$ cat src/rtl/acc_ctrl.sv
// Accumulator-machine instruction controller: decodes one 16-bit word per handshake
// and sequences ALU, memory-read, skip and halt behaviour for the datapath.
module acc_ctrl #(
  parameter int WIDTH = 8
) (
  input  logic             clk,
  input  logic             rst_n,
  input  logic             i_instr_valid,
  input  logic [15:0]      i_instr,
  output logic             o_instr_ready,
  output logic [1:0]       o_data_src,
  output logic [2:0]       o_op,
  output logic [WIDTH-1:0] o_immediate,
  output logic [3:0]       o_reg_addr,
  output logic [7:0]       o_mem_addr,
  output logic             o_mem_rd,
  input  logic             i_mem_rvalid,
  output logic             o_ce_a,
  output logic             o_ce_cy,
  input  logic             i_flag_z,
  input  logic             i_flag_cy,
  output logic             o_halted,
  output logic             o_err
);

  typedef enum logic [2:0] {
    S_IDLE, S_EXEC, S_MEM_REQ, S_MEM_WAIT, S_HALT
  } state_t;

  typedef enum logic [1:0] {
    SRC_MEM = 2'b00,
    SRC_IMM = 2'b01,
    SRC_REG = 2'b11
  } data_src_t;

  localparam logic [3:0] OP_NOP     = 4'h0;
  localparam logic [3:0] OP_ALU_IMM = 4'h1;
  localparam logic [3:0] OP_ALU_REG = 4'h2;
  localparam logic [3:0] OP_ALU_MEM = 4'h3;
  localparam logic [3:0] OP_SKZ     = 4'h4;
  localparam logic [3:0] OP_SKC     = 4'h5;
  localparam logic [3:0] OP_HALT    = 4'hF;
  // Last wait cycle index: 15 MEM_WAIT cycles without data means timeout.
  localparam logic [3:0] WAIT_LAST  = 4'd14;

  state_t      r_state, w_state_next;
  logic [15:0] r_instr, w_instr_next;
  logic        r_skip, w_skip_next;
  logic [3:0]  r_wait_cnt, w_wait_cnt_next;
  logic        r_err, w_err_next;
  logic        w_hs;
  data_src_t   w_data_src;

  always_ff @(posedge clk or negedge rst_n) begin
    if (!rst_n) begin
      r_state    <= S_IDLE;
      r_instr    <= '0;
      r_skip     <= 1'b0;
      r_wait_cnt <= '0;
      r_err      <= 1'b0;
    end else begin
      r_state    <= w_state_next;
      r_instr    <= w_instr_next;
      r_skip     <= w_skip_next;
      r_wait_cnt <= w_wait_cnt_next;
      r_err      <= w_err_next;
    end
  end

  // Gating with rst_n keeps ready low while reset holds the FSM in IDLE.
  assign o_instr_ready = (r_state == S_IDLE) && rst_n;
  assign w_hs          = i_instr_valid && o_instr_ready;

  always_comb begin
    w_state_next    = r_state;
    w_instr_next    = r_instr;
    w_skip_next     = r_skip;
    w_wait_cnt_next = r_wait_cnt;
    w_err_next      = 1'b0;
    o_ce_a          = 1'b0;
    o_mem_rd        = 1'b0;
    case (r_state)
      S_IDLE: begin
        if (w_hs) begin
          if (r_skip) begin
            // Skipped word is swallowed whole: no latch update, no side effects.
            w_skip_next = 1'b0;
          end else begin
            w_instr_next = i_instr;
            case (i_instr[15:12])
              OP_NOP:                 ;
              OP_ALU_IMM, OP_ALU_REG: w_state_next = S_EXEC;
              OP_ALU_MEM:             w_state_next = S_MEM_REQ;
              OP_SKZ:                 w_skip_next  = i_flag_z;
              OP_SKC:                 w_skip_next  = i_flag_cy;
              OP_HALT:                w_state_next = S_HALT;
              default:                w_err_next   = 1'b1;
            endcase
          end
        end
      end
      S_EXEC: begin
        o_ce_a       = 1'b1;
        w_state_next = S_IDLE;
      end
      S_MEM_REQ: begin
        o_mem_rd        = 1'b1;
        w_wait_cnt_next = '0;
        w_state_next    = S_MEM_WAIT;
      end
      S_MEM_WAIT: begin
        if (i_mem_rvalid) begin
          o_ce_a       = 1'b1;
          w_state_next = S_IDLE;
        end else begin
          w_wait_cnt_next = r_wait_cnt + 4'd1;
          if (r_wait_cnt == WAIT_LAST) begin
            w_err_next   = 1'b1;
            w_state_next = S_IDLE;
          end
        end
      end
      S_HALT:  w_state_next = S_HALT;
      default: w_state_next = S_IDLE;
    endcase
  end

  always_comb begin
    case (r_instr[15:12])
      OP_ALU_IMM: w_data_src = SRC_IMM;
      OP_ALU_REG: w_data_src = SRC_REG;
      default:    w_data_src = SRC_MEM;
    endcase
  end

  assign o_data_src  = w_data_src;
  assign o_op        = r_instr[10:8];
  assign o_immediate = WIDTH'(r_instr[7:0]);
  assign o_reg_addr  = r_instr[3:0];
  assign o_mem_addr  = r_instr[7:0];
  assign o_ce_cy     = o_ce_a && r_instr[11];
  assign o_halted    = (r_state == S_HALT);
  assign o_err       = r_err;

endmodule

$ cat config.mk
export PLATFORM = sky130hd
export DESIGN_NAME = acc_ctrl
export DESIGN_NICKNAME = d
export VERILOG_FILES = /design/src/rtl/acc_ctrl.sv
export SDC_FILE = /design/constraint.sdc
export NUM_CORES = 1
export LEC_CHECK = 0
export ABC_CLOCK_PERIOD_IN_PS = 1450
export CAP_MARGIN = 20
export CORE_ASPECT_RATIO = 0.9
export CORE_MARGIN = 2
export CORE_UTILIZATION = 55
export DETAILED_ROUTE_END_ITERATION = 12
export DONT_BUFFER_PORTS = 1
export PLACE_DENSITY = 0.72
export SLEW_MARGIN = 25
export SYNTH_ARGS = -nofsm -noshare
export SYNTH_HDL_FRONTEND = slang
export SYNTH_SLANG_ARGS = --single-unit
$ cat constraint.sdc
create_clock -name clk -period 1.45 [get_ports clk]
set_input_delay 0.2175 -clock clk [delete_from_list [all_inputs] [get_ports clk]]
set_output_delay 0.2175 -clock clk [all_outputs]
set_load 0.05 [all_outputs]
==> metrics.md <==
| Metric | Value |
|---|---|
| RSZ-0062 raised after global routing | `yes` |
| Routed Wire Length | `between 2000 and 3000 µm` |
| Synthesized instance count | `between 100 and 150` |
| TritonCTS clock tree | `yes` |
| Compound-Gate Fraction of Synth Area | `0.0582` |
| Gpl congestion | `between 0.8 and 0.9` |
| Die Ht | `a little over 50 µm` |
| Commonest non-fill, non-tap cell in the layout | `dfrtp_1` |
| Final Hold Viols | `0` |
| GRT Total Usage | `0.205` |
| CP Capture Type | `primary output` |
| Layout Utilization | `0.775` |
| Max Cap Viol | `0` |
| Vias in the first global route | `900` |
| Hold Crit Class | `in -> reg` |
| Via density | `approximately 5.6` |
| Buffers on Ports | `0` |
| Via Count | `between 800 and 900` |
| Highest net fanout along the worst path | `2` |
| Final worst setup slack | `-0.244 ns` |
| Slew @ Worst Pin | `between 0.4 and 0.5 ns` |
| Cts bufs inserted | `3` |
| DRC viols | `0` |
| Post-synth EDFFs | `0` |
| Synthesized Nets | `around 140` |
| Seq/Total Area, Yosys | `0.455` |
| Clock transition at path regs | `around 0.13 ns` |
| Cell area after synthesis | `between 0.001 and 0.0015 mm²` |
| Fin. max-slew vios | `0` |
| H-Tree Depth | `1` |
| CP Buf/Inv Count | `2` |
| Unique masters post-synth | `35` |
| Area Overhead vs Synth | `35.3%` |
| Xor/xnor share of the synthesized area | `0.0127` |
| Top-Level Pins | `53` |
| Die W | `around 57 µm` |
| Crit share post-route | `1.17` |
| Largest family of logic cells by synthesized area | `multiplexers` |
| Share of layout cells above drive strength 1 | `0.578` |
| FF+latch count, synth | `25` |
| Final setup viols | `29` |
| Worst slew margin | `0.684` |
| Initial DRC count | `26` |
| Top_reg_cell synth | `dfrtp_1` |
| Syn Area/Cell | `approximately 12 µm²` |
| Drt wl/cell | `~18 µm` |
| Root buffer cell | `clkbuf_4` |
| DRT Pass-1 Iters | `4` |
| N_diodes | `0` |
| Status | `complete, but fails checks` |
| Largest net degree at the start of global routing | `26` |
| Setup Skew | `roughly 0.0046 ns` |
| Critical path data required time | `between 1 and 1.5 ns` |
| Critical path data arrival time | `around 1.5 ns` |
| Initial antenna violation count | `0` |
| Simple-Gate Fraction of Synth Area | `0.144` |
| Violated checks | `negative setup slack` |
| Tmin final | `1.69 ns` |
| Clock Latency Late Sink | `approximately 0.31 ns` |
| Core Area | `roughly 0.0024 mm²` |
| Synth Warn # | `0` |
| First-pass GRT wire length | `between 4000 and 5000 µm` |
| Fmax | `just under 600 MHz` |
| Clock net sink count | `25` |
| Nets | `about 150` |
| # rows | `17` |
| Async SR Flop Fraction | `1.00` |
| Global route total overflow | `0` |
| Post-route ant nets | `0` |
| CP startpoint kind | `flip-flop` |
| Hpwl dp | `roughly 1800 µm` |
| Crit path kind | `reg -> out` |
| Total die area | `between 0.002 and 0.003 mm²` |
| Post-synthesis adder-cell area fraction | `0.0182` |
| CP max stage delay | `between 0.4 and 0.5 ns` |
| Worst path top cell family by delay | `simple AND/OR/NAND/NOR gates` |
| Max clock buf depth | `2` |
| Starting Density | `0.573` |
| Commonest cells after routing, fill and taps aside | `23 x dfrtp_1, 12 x buf_6, 11 x buf_12` |
| Mux cell area share after synthesis | `0.171` |
| Crit-path slowest cell | `dfrtp_2` |
| CP Cell Sequence | `buf_6, nor2b_4, nor3b_2, and2_4, buf_12` |
## through the flow
stage               hold WS, ns  setup TNS (ns)  instances  cell area [µm²]  worst slack [ns]
floorplan               -0.0781          -10.30        112             1410            -0.589
global placement        -0.0774         -0.0733        138             1560           -0.0198
detailed placement      -0.0773          -0.608        138             1560           -0.0568
CTS                      0.0214           -4.18        150             1760            -0.280
global route            0.00793           -6.14        156             1860            -0.323
finish                   0.0366           -4.53        156             1860            -0.244
## layout make-up
type	instances	area, µm²
clock buffer	4	26.3
fill	142	542
inverter	2	7.51
multi-input combinational	60	664
sequential	25	628
tap	28	35.0
timing repair buffer	37	500
## logic make-up after synthesis
| kind of cell | after synthesis |
|---|---|
| buffers and inverters | 27 |
| multiplexers | 18 |
| AO/OA/AOI/OAI | 12 |
| adder cells (fa/ha/maj) | 2 |
| flip-flops | 25 |
| AND/OR/NAND/NOR | 26 |
| XOR/XNOR | 2 |
## final timing paths
kind / from / endpoint / slack (ns) / depth (start not counted)
worst min-delay path: i_instr[0] / r_instr[0] / 0.04 / 1
worst max-delay path: r_state[1] / o_ce_cy / -0.24 / 5
min in group asynchronous: rst_n / r_instr[5] / 0.31 / 2
max in group asynchronous: rst_n / r_instr[12] / 0.98 / 2
worst max register to register: r_state[2] / r_instr[14] / -0.22 / 5
worst min register to register: r_instr[8] / r_instr[8] / 0.53 / 1
## flip-flops by register name, summed over array words and instances, names as in the netlist
signal	cells
o_err	1
r_instr	16
r_skip	1
r_state	3
r_wait_cnt	4
## per-layer routing
metal	share of wire	global-route usage
met1	0.41	0.250
met2	0.50	0.345
met3	0.082	0.0759
met4	0.0047	0.0504
met5	0	0
## cell usage after synthesis (all sizes together), types with 2 or more instances
cell type	count	area share
a21oi	4	0.015
nand3b	3	0.025
ha	2	0.018
nor2	3	0.0082
buf	24	0.13
nor3	2	0.0073
dfrtp	25	0.45
nand3	2	0.0073
or3	2	0.0091
inv	2	0.0055
nor3b	3	0.016
o21ai	4	0.015
nor4b	2	0.024
mux2	17	0.16
## repair_timing
| action | CTS | global route |
|---|---|---|
| setup buffers | 5 | 5 |
| gates cloned | 1 | 0 |
| resized for setup | 19 | 15 |
| pin swaps | 5 | 9 |
| hold buffers | 2 | 1 |
| endpoints found under the hold margin | 25 | 1 |
| endpoints found under the setup margin | 28 | 28 |
Power is not shown: default switching activity piles up to over one toggle a cycle in this logic, so the estimate is an artifact.
